$ cat src/rtl/arrow_scheduler_if.sv
// rtl/arrow_scheduler_if.sv - control/key inputs and renderer/score outputs of arrow_scheduler
// master: game-side driver (frame_tick, start, key_valid, key_code); reads lane bounds and counters
// slave : arrow_scheduler; consumes pulses, drives lane bounds, visible bits, score, miss, game_over
interface arrow_scheduler_if;
   logic       frame_tick;
   logic       start;
   logic       key_valid;
   logic [2:0] key_code;
   logic [9:0] d_top, d_bottom, u_top, u_bottom, l_top, l_bottom, r_top, r_bottom;
   logic       d_visible, u_visible, l_visible, r_visible;
   logic [7:0] score;
   logic [7:0] miss;
   logic       game_over;

   modport master (
      output frame_tick, start, key_valid, key_code,
      input  d_top, d_bottom, u_top, u_bottom, l_top, l_bottom, r_top, r_bottom,
      input  d_visible, u_visible, l_visible, r_visible, score, miss, game_over
   );

   modport slave (
      input  frame_tick, start, key_valid, key_code,
      output d_top, d_bottom, u_top, u_bottom, l_top, l_bottom, r_top, r_bottom,
      output d_visible, u_visible, l_visible, r_visible, score, miss, game_over
   );
endinterface

$ cat src/rtl/arrow_scheduler.sv
// rtl/arrow_scheduler.sv - four-lane arrow spawn/scroll/judge sequencer with score and miss counters
// Ports: clk, rst_n (async active-low); bus (arrow_scheduler_if.slave):
//   in : frame_tick, start, key_valid, key_code[2:0]
//   out: {d,u,l,r}_{top,bottom}[9:0], {d,u,l,r}_visible, score[7:0], miss[7:0], game_over
// Lane index: 0 down, 1 up, 2 left, 3 right.
module arrow_scheduler #(
   parameter int         ARROW_H   = 80,
   parameter int         Y_START   = 31,
   parameter int         Y_END     = 511,
   parameter int         STEP      = 2,
   parameter int         WIN_TOP   = 205,
   parameter int         WIN_BOT   = 290,
   parameter int         SPAWN_GAP = 60,
   parameter int         MAX_MISS  = 8,
   parameter logic [7:0] LFSR_SEED = 8'hA5
) (
   input logic             clk,
   input logic             rst_n,
   arrow_scheduler_if.slave bus
);
   localparam int         CW = $clog2(SPAWN_GAP + 1);
   localparam logic [9:0] Y0 = 10'(Y_START);
   localparam logic [9:0] AH = 10'(ARROW_H);

   typedef enum logic [1:0] {IDLE, PLAY, OVER} state_t;

   state_t          state_q, state_d;
   logic [CW-1:0]   cnt_q, cnt_d;
   logic [7:0]      lfsr_q, lfsr_d;
   logic [3:0][9:0] y_q, y_d, top_q, top_d;
   logic [3:0]      live_q, live_d;
   logic [7:0]      score_q, score_d, miss_q, miss_d;
   logic            game_over_q, game_over_d;

   logic            key_ok;
   logic [1:0]      key_lane, spawn_lane;
   logic [3:0]      hit;
   logic [2:0]      n_retire;
   logic [8:0]      miss_sum;

   always_comb begin
      state_d    = state_q;
      cnt_d      = cnt_q;
      lfsr_d     = lfsr_q;
      y_d        = y_q;
      live_d     = live_q;
      score_d    = score_q;
      miss_d     = miss_q;
      key_ok     = 1'b0;
      key_lane   = 2'd0;
      spawn_lane = 2'd0;
      hit        = 4'b0;
      n_retire   = 3'd0;
      miss_sum   = 9'd0;
      case (state_q)
         PLAY: begin
            key_ok = bus.key_valid && !bus.key_code[2];
            case (bus.key_code[1:0])
               2'd0:    key_lane = 2'd2;
               2'd1:    key_lane = 2'd3;
               2'd2:    key_lane = 2'd1;
               default: key_lane = 2'd0;
            endcase
            // A hit on a lane takes precedence over its move/retire this cycle.
            for (int i = 0; i < 4; i++) begin
               hit[i] = key_ok && (key_lane == 2'(i)) && live_q[i] &&
                        (y_q[i] >= 10'(WIN_TOP)) && (y_q[i] <= 10'(WIN_BOT));
               if (hit[i]) begin
                  live_d[i] = 1'b0;
                  y_d[i]    = Y0;
               end else if (bus.frame_tick && live_q[i]) begin
                  if ({1'b0, y_q[i]} + 11'(ARROW_H + STEP) <= 11'(Y_END)) begin
                     y_d[i] = y_q[i] + 10'(STEP);
                  end else begin
                     live_d[i] = 1'b0;
                     y_d[i]    = Y0;
                     n_retire  = n_retire + 3'd1;
                  end
               end
            end
            if ((|hit) && (score_q != 8'hFF)) score_d = score_q + 8'd1;
            // Spawn only into a lane that was empty at the start of the cycle, so a
            // lane freed by a hit/retire this cycle is never refilled immediately.
            if (bus.frame_tick) begin
               if (cnt_q == CW'(SPAWN_GAP - 1)) begin
                  cnt_d      = '0;
                  lfsr_d     = {lfsr_q[6:0], lfsr_q[7] ^ lfsr_q[5] ^ lfsr_q[4] ^ lfsr_q[3]};
                  spawn_lane = lfsr_d[1:0];
                  if (!live_q[spawn_lane]) begin
                     live_d[spawn_lane] = 1'b1;
                     y_d[spawn_lane]    = Y0;
                  end
               end else begin
                  cnt_d = cnt_q + CW'(1);
               end
            end
            miss_sum = {1'b0, miss_q} + 9'(n_retire);
            miss_d   = miss_sum[8] ? 8'hFF : miss_sum[7:0];
            if (miss_d >= 8'(MAX_MISS)) state_d = OVER;
         end
         default: begin
            if (bus.start) begin
               state_d = PLAY;
               cnt_d   = '0;
               y_d     = {4{Y0}};
               live_d  = 4'b0;
               score_d = 8'd0;
               miss_d  = 8'd0;
            end
         end
      endcase
      for (int i = 0; i < 4; i++) top_d[i] = y_d[i] + AH;
      game_over_d = (state_d == OVER);
   end

   always_ff @(posedge clk or negedge rst_n) begin
      if (!rst_n) begin
         state_q     <= IDLE;
         cnt_q       <= '0;
         lfsr_q      <= LFSR_SEED;
         y_q         <= {4{Y0}};
         top_q       <= {4{Y0 + AH}};
         live_q      <= 4'b0;
         score_q     <= 8'd0;
         miss_q      <= 8'd0;
         game_over_q <= 1'b0;
      end else begin
         state_q     <= state_d;
         cnt_q       <= cnt_d;
         lfsr_q      <= lfsr_d;
         y_q         <= y_d;
         top_q       <= top_d;
         live_q      <= live_d;
         score_q     <= score_d;
         miss_q      <= miss_d;
         game_over_q <= game_over_d;
      end
   end

   assign bus.d_bottom  = y_q[0];
   assign bus.u_bottom  = y_q[1];
   assign bus.l_bottom  = y_q[2];
   assign bus.r_bottom  = y_q[3];
   assign bus.d_top     = top_q[0];
   assign bus.u_top     = top_q[1];
   assign bus.l_top     = top_q[2];
   assign bus.r_top     = top_q[3];
   assign bus.d_visible = live_q[0];
   assign bus.u_visible = live_q[1];
   assign bus.l_visible = live_q[2];
   assign bus.r_visible = live_q[3];
   assign bus.score     = score_q;
   assign bus.miss      = miss_q;
   assign bus.game_over = game_over_q;
endmodule
$ cat src/flat_wrapper.sv
// flat-port wrapper written by rule: the top's interface ports become plain ports
module arrow_scheduler_flat 
#(
   parameter int         ARROW_H   = 80,
   parameter int         Y_START   = 31,
   parameter int         Y_END     = 511,
   parameter int         STEP      = 2,
   parameter int         WIN_TOP   = 205,
   parameter int         WIN_BOT   = 290,
   parameter int         SPAWN_GAP = 60,
   parameter int         MAX_MISS  = 8,
   parameter logic [7:0] LFSR_SEED = 8'hA5
)
  (clk, rst_n, bus_frame_tick, bus_start, bus_key_valid, bus_key_code, bus_d_top, bus_d_bottom, bus_u_top, bus_u_bottom, bus_l_top, bus_l_bottom, bus_r_top, bus_r_bottom, bus_d_visible, bus_u_visible, bus_l_visible, bus_r_visible, bus_score, bus_miss, bus_game_over);
  arrow_scheduler_if bus_i ();
  input logic clk;
  input logic rst_n;
  input wire logic [$bits(bus_i.frame_tick)-1:0] bus_frame_tick;
  input wire logic [$bits(bus_i.start)-1:0] bus_start;
  input wire logic [$bits(bus_i.key_valid)-1:0] bus_key_valid;
  input wire logic [$bits(bus_i.key_code)-1:0] bus_key_code;
  output wire logic [$bits(bus_i.d_top)-1:0] bus_d_top;
  output wire logic [$bits(bus_i.d_bottom)-1:0] bus_d_bottom;
  output wire logic [$bits(bus_i.u_top)-1:0] bus_u_top;
  output wire logic [$bits(bus_i.u_bottom)-1:0] bus_u_bottom;
  output wire logic [$bits(bus_i.l_top)-1:0] bus_l_top;
  output wire logic [$bits(bus_i.l_bottom)-1:0] bus_l_bottom;
  output wire logic [$bits(bus_i.r_top)-1:0] bus_r_top;
  output wire logic [$bits(bus_i.r_bottom)-1:0] bus_r_bottom;
  output wire logic [$bits(bus_i.d_visible)-1:0] bus_d_visible;
  output wire logic [$bits(bus_i.u_visible)-1:0] bus_u_visible;
  output wire logic [$bits(bus_i.l_visible)-1:0] bus_l_visible;
  output wire logic [$bits(bus_i.r_visible)-1:0] bus_r_visible;
  output wire logic [$bits(bus_i.score)-1:0] bus_score;
  output wire logic [$bits(bus_i.miss)-1:0] bus_miss;
  output wire logic [$bits(bus_i.game_over)-1:0] bus_game_over;
  assign bus_i.frame_tick = bus_frame_tick;
  assign bus_i.start = bus_start;
  assign bus_i.key_valid = bus_key_valid;
  assign bus_i.key_code = bus_key_code;
  assign bus_d_top = bus_i.d_top;
  assign bus_d_bottom = bus_i.d_bottom;
  assign bus_u_top = bus_i.u_top;
  assign bus_u_bottom = bus_i.u_bottom;
  assign bus_l_top = bus_i.l_top;
  assign bus_l_bottom = bus_i.l_bottom;
  assign bus_r_top = bus_i.r_top;
  assign bus_r_bottom = bus_i.r_bottom;
  assign bus_d_visible = bus_i.d_visible;
  assign bus_u_visible = bus_i.u_visible;
  assign bus_l_visible = bus_i.l_visible;
  assign bus_r_visible = bus_i.r_visible;
  assign bus_score = bus_i.score;
  assign bus_miss = bus_i.miss;
  assign bus_game_over = bus_i.game_over;
  arrow_scheduler #(.ARROW_H(ARROW_H), .Y_START(Y_START), .Y_END(Y_END), .STEP(STEP), .WIN_TOP(WIN_TOP), .WIN_BOT(WIN_BOT), .SPAWN_GAP(SPAWN_GAP), .MAX_MISS(MAX_MISS), .LFSR_SEED(LFSR_SEED)) u_core (.clk(clk), .rst_n(rst_n), .bus(bus_i));
endmodule
$ cat config.mk
export PLATFORM = sky130hd
export DESIGN_NAME = arrow_scheduler_flat
export DESIGN_NICKNAME = d
export VERILOG_FILES = /design/src/rtl/arrow_scheduler_if.sv /design/src/rtl/arrow_scheduler.sv /design/src/flat_wrapper.sv
export SDC_FILE = /design/constraint.sdc
export NUM_CORES = 1
export LEC_CHECK = 0
export BUFFER_PORTS_ARGS = -buffer_cell sky130_fd_sc_hd__buf_2
export CORE_UTILIZATION = 57
export DETAILED_ROUTE_END_ITERATION = 8
export PLACE_DENSITY = 0.87
export SLEW_MARGIN = 20
export SYNTH_ARGS = -nofsm -noshare
export SYNTH_HDL_FRONTEND = slang
export SYNTH_SLANG_ARGS = --single-unit
$ cat constraint.sdc
create_clock -name clk -period 7.2 [get_ports clk]
set_input_delay 0.72 -clock clk [delete_from_list [all_inputs] [get_ports clk]]
set_output_delay 0.72 -clock clk [all_outputs]
set_load 0.05 [all_outputs]
Word level (Yosys, flattened, before mapping)
Index checks and enable logic that the tools add are counted.

Bits in registers: 117. Bits in latches: 0. Bits in writable memories: 0. Memory bits (read-only): 0. Input bits: 8. Output and inout bits: 101. Word-level logic and storage cells: 175. Memories kept: 0.

Add/subtract/negate cells: 18. Multipliers: 0. Divide/modulo/power cells: 0. $lt $le $gt $ge: 15. Equal/unequal tests: 11. Shifts and indexed selects: 0. Muxes and demuxes: 78. Bitwise logic cells: 7. Reduce and logical (&&, ||, !) cells: 31.

Operators by type and width (count): 2-to-1 mux 40 bit (5); 2-to-1 mux 10 bit (17); 2-to-1 mux 3 bit (15); adder 10 x 7 -> 11 bit, second input constant (4); less-or-equal comparator 11 x 9 -> 1 bit, second input constant (4); adder 10 x 2 -> 10 bit, second input constant (4); adder 10 x 7 -> 10 bit, second input constant (4); >= comparator 10 x 8 -> 1 bit, second input constant (4); less-or-equal comparator 10 x 9 -> 1 bit, second input constant (4); 2-to-1 mux 8 bit (5); 2-to-1 mux 6 bit (4); logical AND 1 bit (23); AND 20 bit (1); demux 10 bit (select 2 bit) (1); 2-to-1 mux 4 bit (5); NOT 20 bit (1); bitwise OR 20 bit (1); 2-to-1 mux 1 bit (19); adder 3 x 1 -> 3 bit, second input constant (3); adder 8 x 3 -> 9 bit (1); adder 8 x 1 -> 8 bit, second input constant (1); == test 2 bit, second input constant (4); >= comparator 8 x 4 -> 1 bit, second input constant (1); 2-to-1 mux 2 bit (4); 19 further kinds (25).

Depth between registers and ports, before layout
Depth after elaboration: 31. Gate-level depth with buffers: 26. Mapped depth without buffers: 24.

Worst setup path after synthesis
Ideal clock, no wire load.

Kind: flip-flop to flip-flop. From: reg u_core.y_q (netlist bit u_core.bus.d_bottom[1]). To: reg u_core.state_q[1]. Arrival time: 5.123 ns. Required time: 7.056 ns. Setup slack: 1.933 ns. Stages on the path, launching flop included: 24. Path buffers: 1. Cell sequence: dfstp_2 > buf_2 > inv_1 > ha_1 > a211o_1 > a21oi_1 > o311a_1 > or3_4 > clkinv_2 > ha_1 > nand3_1 > o21bai_1 > ha_1 > nand3_1 > a21oi_1 > ha_1 > mux2_2 > ha_1 > a21o_1 > a21oi_1 > nor2b_1 > o32a_1 > o31ai_1 > o21ai_0.

Longest elaborated chain between the ends: 26.

Ends and longest elaborated chain: from (decl) (RTL line arrow_scheduler.sv:30) `logic [3:0][9:0] y_q, y_d, top_q, top_d;`; from (signal assigned) (RTL line arrow_scheduler.sv:121) `y_q <= {4{Y0}};`; from (signal assigned) (RTL line arrow_scheduler.sv:131) `y_q <= y_d;`; adder 10 x 7 -> 11 bit (RTL line arrow_scheduler.sv:72) `if ({1'b0, y_q[i]} + 11'(ARROW_H + STEP) <= 11'(Y_END)) begin`; less-or-equal comparator 11 x 9 -> 1 bit (RTL line arrow_scheduler.sv:72); 2-to-1 mux 1 bit (RTL line arrow_scheduler.sv:72); 2-to-1 mux 3 bit (RTL line arrow_scheduler.sv:71) `end else if (bus.frame_tick && live_q[i]) begin`; 2-to-1 mux 3 bit (*) (RTL line arrow_scheduler.sv:68) `if (hit[i]) begin`; 2-to-1 mux 3 bit (*) (RTL line arrow_scheduler.sv:55) `case (state_q)`; adder 3 x 1 -> 3 bit (RTL line arrow_scheduler.sv:77) `n_retire = n_retire + 3'd1;`; 2-to-1 mux 3 bit (RTL line arrow_scheduler.sv:72); [11 not listed]; 2-to-1 mux 3 bit (*) (RTL line arrow_scheduler.sv:68); 2-to-1 mux 3 bit (*) (RTL line arrow_scheduler.sv:55); adder 8 x 3 -> 9 bit (*) (RTL line arrow_scheduler.sv:97) `miss_sum = {1'b0, miss_q} + 9'(n_retire);`; 2-to-1 mux 8 bit (*) (RTL line arrow_scheduler.sv:98) `miss_d = miss_sum[8] ? 8'hFF : miss_sum[7:0];`; >= comparator 8 x 4 -> 1 bit (*) (RTL line arrow_scheduler.sv:99) `if (miss_d >= 8'(MAX_MISS)) state_d = OVER;`; 2-to-1 mux 2 bit (*) (RTL line arrow_scheduler.sv:99); 2-to-1 mux 2 bit (*) (RTL line arrow_scheduler.sv:55); net u_core.state_d[1] (RTL line arrow_scheduler.sv:27) `state_t state_q, state_d;`; to (signal assigned) (RTL line arrow_scheduler.sv:128) `state_q <= state_d;`; to (decl) (RTL line arrow_scheduler.sv:27).

Mark *: on every way through the listed nets, which the timed path passes. The rest lies on a longest branch. The select of a mux whose other input is x is not followed. A chain may end at the register's enable or synchronous reset.

Worst setup path after layout
Same ends and word-level chain as after synthesis.

==> results by group <==
Detailed routing
  – Routed WL per cell: 16.6 µm
  – DRT Wirelength: 15400 µm
  – Antenna-violating nets left: 0
  – Detailed-route via count: 5855
  – Initial DRT Pass Iterations: 6
  – Average via count per standard cell: 6.31
  – Remaining DRCs: 0
  – Initial DRC count: 495

Pwr
  – Comb power frac: 15.8%
  – Total power divided by cell area: 180 nW/µm²
  – Maximum vdd ir drop: 0.000104 V
  – Share of total power in the clock network: 34.5%
  – Reg power frac: 49.7%
  – Leak pwr: 0.00333 µW
  – Switching Power: 390 µW
  – Sw Share: 30.2%
  – Int Power: 902 µW
  – Total power: 1290 µW

Logic synthesis
  – Synth area leaders: dfrtp_1, dfstp_2, ha_1
  – Synth Area per Inst: 9.07 µm²
  – Synth area leader: dfrtp_1
  – YS warnings: 0
  – Mapped Area: 6480 µm²
  – Sequential area share after synthesis: 39.6%
  – Top FF cell, synth: dfrtp_1
  – Mapped Cells: 715
  – Top-count cell post-synth: dfrtp_1
  – Syn nets: 744
  – Async SR Flop Fraction: 100%
  – Synthesized flop and latch total: 101
  – Post-synth EDFFs: 0
  – Share of the synthesized area in the top cell type: 26.6%
  – Unique masters post-synth: 80
  – Post-synth top cells: dfrtp_1, nor2_1, nand2_1

Clock tree
  – Clock transition at path regs: 0.07 ns
  – Post-CTS Hold Buffers: 0
  – Skew-Pair Late Insertion Delay: 0.34 ns
  – # Post-CTS Setup Buffers: 0
  – Clock root buffer: clkbuf_16
  – Clock Path Buffers: 2
  – CTS tree: done
  – CTS resizes: 0
  – TritonCTS Sinks: 101
  – CTS H-tree depth: 3
  – CTS buffer count: 9

Worst setup path
  – Slowest cell on the critical path: dfstp_2
  – Critical path class: reg -> reg
  – CP Capture Type: flip-flop
  – CP cell instances: inv_1, ha_1, a211o_1, a21oi_1, o311a_1, or3_4, clkinv_2, ha_1, nand3_1, o21bai_1, ha_1, nand3_1, a21oi_1, ha_1, mux2_2, ha_1, a21o_1, a21oi_1, nor2b_1, o32a_1, o31ai_1, o21ai_0
  – Worst path max stage delay: 0.62 ns
  – FF-to-FF setup slack: 1.82 ns
  – Reg2Reg Launch Point: u_core.bus.d_bottom[1]$_DFFE_PN1P_
  – R2R Path End: u_core.state_q[1]$_DFF_PN0_
  – CP arrival: 5.59 ns
  – Startpoint Class: flip-flop
  – Cell mode on critical path: ha_1
  – CP max FO: 11
  – Worst EP required: 7.41 ns
  – Reg2Reg Depth: 22

STA
  – Fmax: 186 MHz
  – RSZ-0062 raised after global routing: false
  – Period Utilization, post-route: 74.8%
  – Setup TNS: 0 ns
  – Fin. Hold Viols: 0
  – Final Setup Violations: 0
  – Min Tclk post-route: 5.38 ns
  – Slew @ Worst Pin: 0.808 ns
  – Slew HR: 45.9%
  – Slew Limit Fails: 0
  – Worst Skew: 0.00547 ns

Run status
  – Status: finished clean

Global route
  – Antenna violations before repair: 0
  – GRT overflow: 0
  – GRT Total Usage: 26.8%
  – First-pass GRT wire length: 24800 µm
  – Largest net degree at the start of global routing: 57
  – Vias in the first global route: 5301

Die
  – Die width: 109 µm
  – Die H: 109 µm
  – Starting Density: 59.0%
  – Num rows: 38
  – Ports: 109
  – Die footprint: 11800 µm²
  – Core area: 11000 µm²

Placed design
  – Gpl congestion: 0.939
  – HPWL after DPL: 11000 µm
  – PortBufs: 108

Finish
  – Layout fillers: 872
  – Area Growth Syn to Fin: 10.9%
  – Post-layout util: 65.5%
  – ANT cells: 0
  – Share of layout cells above drive strength 1: 25.3%
  – Nets: 812

Job
  – Max_cap viols: 0

Min path
  – Hold WC Path Type: in -> async
-- critical path, delay by kind of cell (launching register included) --
| kind | cells | cell delay, ns |
|---|---|---|
| AOI/OAI and AO/OA | 10 | 2.14 |
| adders and majority gates | 5 | 1.36 |
| and+or+nand+nor | 4 | 0.72 |
| DFF | 1 | 0.62 |
| muxes | 1 | 0.27 |
| buffers and inverters | 2 | 0.15 |
-- layout make-up --
| class | count | area [µm²] | area share, % |
|---|---|---|---|
| clock buffer | 15 | 258 | 3.59 |
| timing repair buffer | 111 | 566 | 7.87 |
| multi-input combinational | 533 | 3510 | 48.9 |
| sequential | 101 | 2570 | 35.7 |
| inverter | 27 | 103 | 1.43 |
| tap | 140 | 175 | 2.44 |
| clock inverter | 1 | 7.51 | 0.104 |
-- per-layer routing --
metal	track usage, %	vias up	share of wire, %
met5	0	-	0
met2	44.6	275	49
met3	3.83	45	7.1
li1	-	2720	-
met4	12.3	0	2.7
met1	34.5	2815	41
-- power groups by stage --
stage	combinational (µW)	sequential (µW)	clock (µW)
after floorplan	114	694	0
after global placement	199	648	0
after detailed placement	206	650	0
after CTS	206	641	450
after global routing	220	647	476
final	205	642	445
-- how the worst max path moves through the flow --
stage,slack [ns],endpoint,start,cells after the start
after global routing,1.46,u_core.state_q[1]$_DFF_PN0_,u_core.bus.d_bottom[1]$_DFFE_PN1P_,22
final,1.82,u_core.state_q[1]$_DFF_PN0_,u_core.bus.d_bottom[1]$_DFFE_PN1P_,22
after floorplan,1.93,u_core.state_q[1]$_DFF_PN0_,u_core.bus.d_bottom[1]$_DFFE_PN1P_,23
after CTS,1.84,u_core.state_q[1]$_DFF_PN0_,u_core.bus.d_bottom[1]$_DFFE_PN1P_,22
after global placement,2.08,u_core.state_q[1]$_DFF_PN0_,u_core.bus.d_bottom[1]$_DFFE_PN1P_,22
after detailed placement,1.86,u_core.state_q[1]$_DFF_PN0_,u_core.bus.d_bottom[1]$_DFFE_PN1P_,22
-- kinds of logic (layout without fill, tap and decap cells) --
group	after synthesis	after routing	synth area share [%]
buffers and inverters	81	154	6.23
AO/OA/AOI/OAI	201	201	21.6
XOR/XNOR	32	32	4.32
flip-flops	101	101	39.6
multiplexers	11	11	1.89
adder cells (fa/ha/maj)	21	21	4.17
AND/OR/NAND/NOR	268	268	22.1
-- sequential cells by signal, indices dropped and copies added, names as in the netlist, 8 cells and up --
| name | flops |
|---|---|
| u_core.bus.d_bottom | 10 |
| u_core.bus.miss | 8 |
| u_core.lfsr_q | 8 |
| u_core.bus.u_bottom | 10 |
| u_core.bus.l_bottom | 10 |
| u_core.bus.r_bottom | 10 |
| u_core.bus.score | 8 |
-- cell usage in the layout, fill, tap and decap left out, types with 4 or more instances in the layout --
cell type	netlist	routed
nand3b_1	5	5
nor2b_1	12	12
nand3_1	28	28
nand2_1	55	55
and3_1	13	13
buf_2	19	107
a21o_1	10	10
o211ai_1	15	15
clkbuf_1	16	5
o21ai_0	41	41
nor4_1	7	7
dfrtp_1	69	69
buf_4	18	4
xor2_1	12	12
dfstp_2	32	32
nand4b_1	6	6
nor3_1	14	14
mux2_2	10	10
inv_1	26	26
nor2_1	60	59
ha_1	20	20
nand2b_1	7	7
clkbuf_16	0	9
a31oi_1	14	14
a211o_1	5	5
a21oi_1	39	39
nand4_1	7	7
a31o_2	4	4
o21ai_1	6	6
and2_1	15	15
o31ai_1	8	8
or3_1	8	8
or2_2	6	6
xnor2_1	20	20
a211oi_1	11	11
-- per-stage QoR --
step                      worst slack (ns)  cell area, µm²  hold WS (ns)  cells
final                                 1.82            7190         0.382    928
after global routing                  1.46            7190         0.428    928
after CTS                             1.84            7190         0.401    928
after detailed placement              1.86            6920         0.470    912
after global placement                2.08            6920         0.466    912
after floorplan                       1.93            6480         0.424    715
No activity file was read; power rests on OpenSTA's default activity.
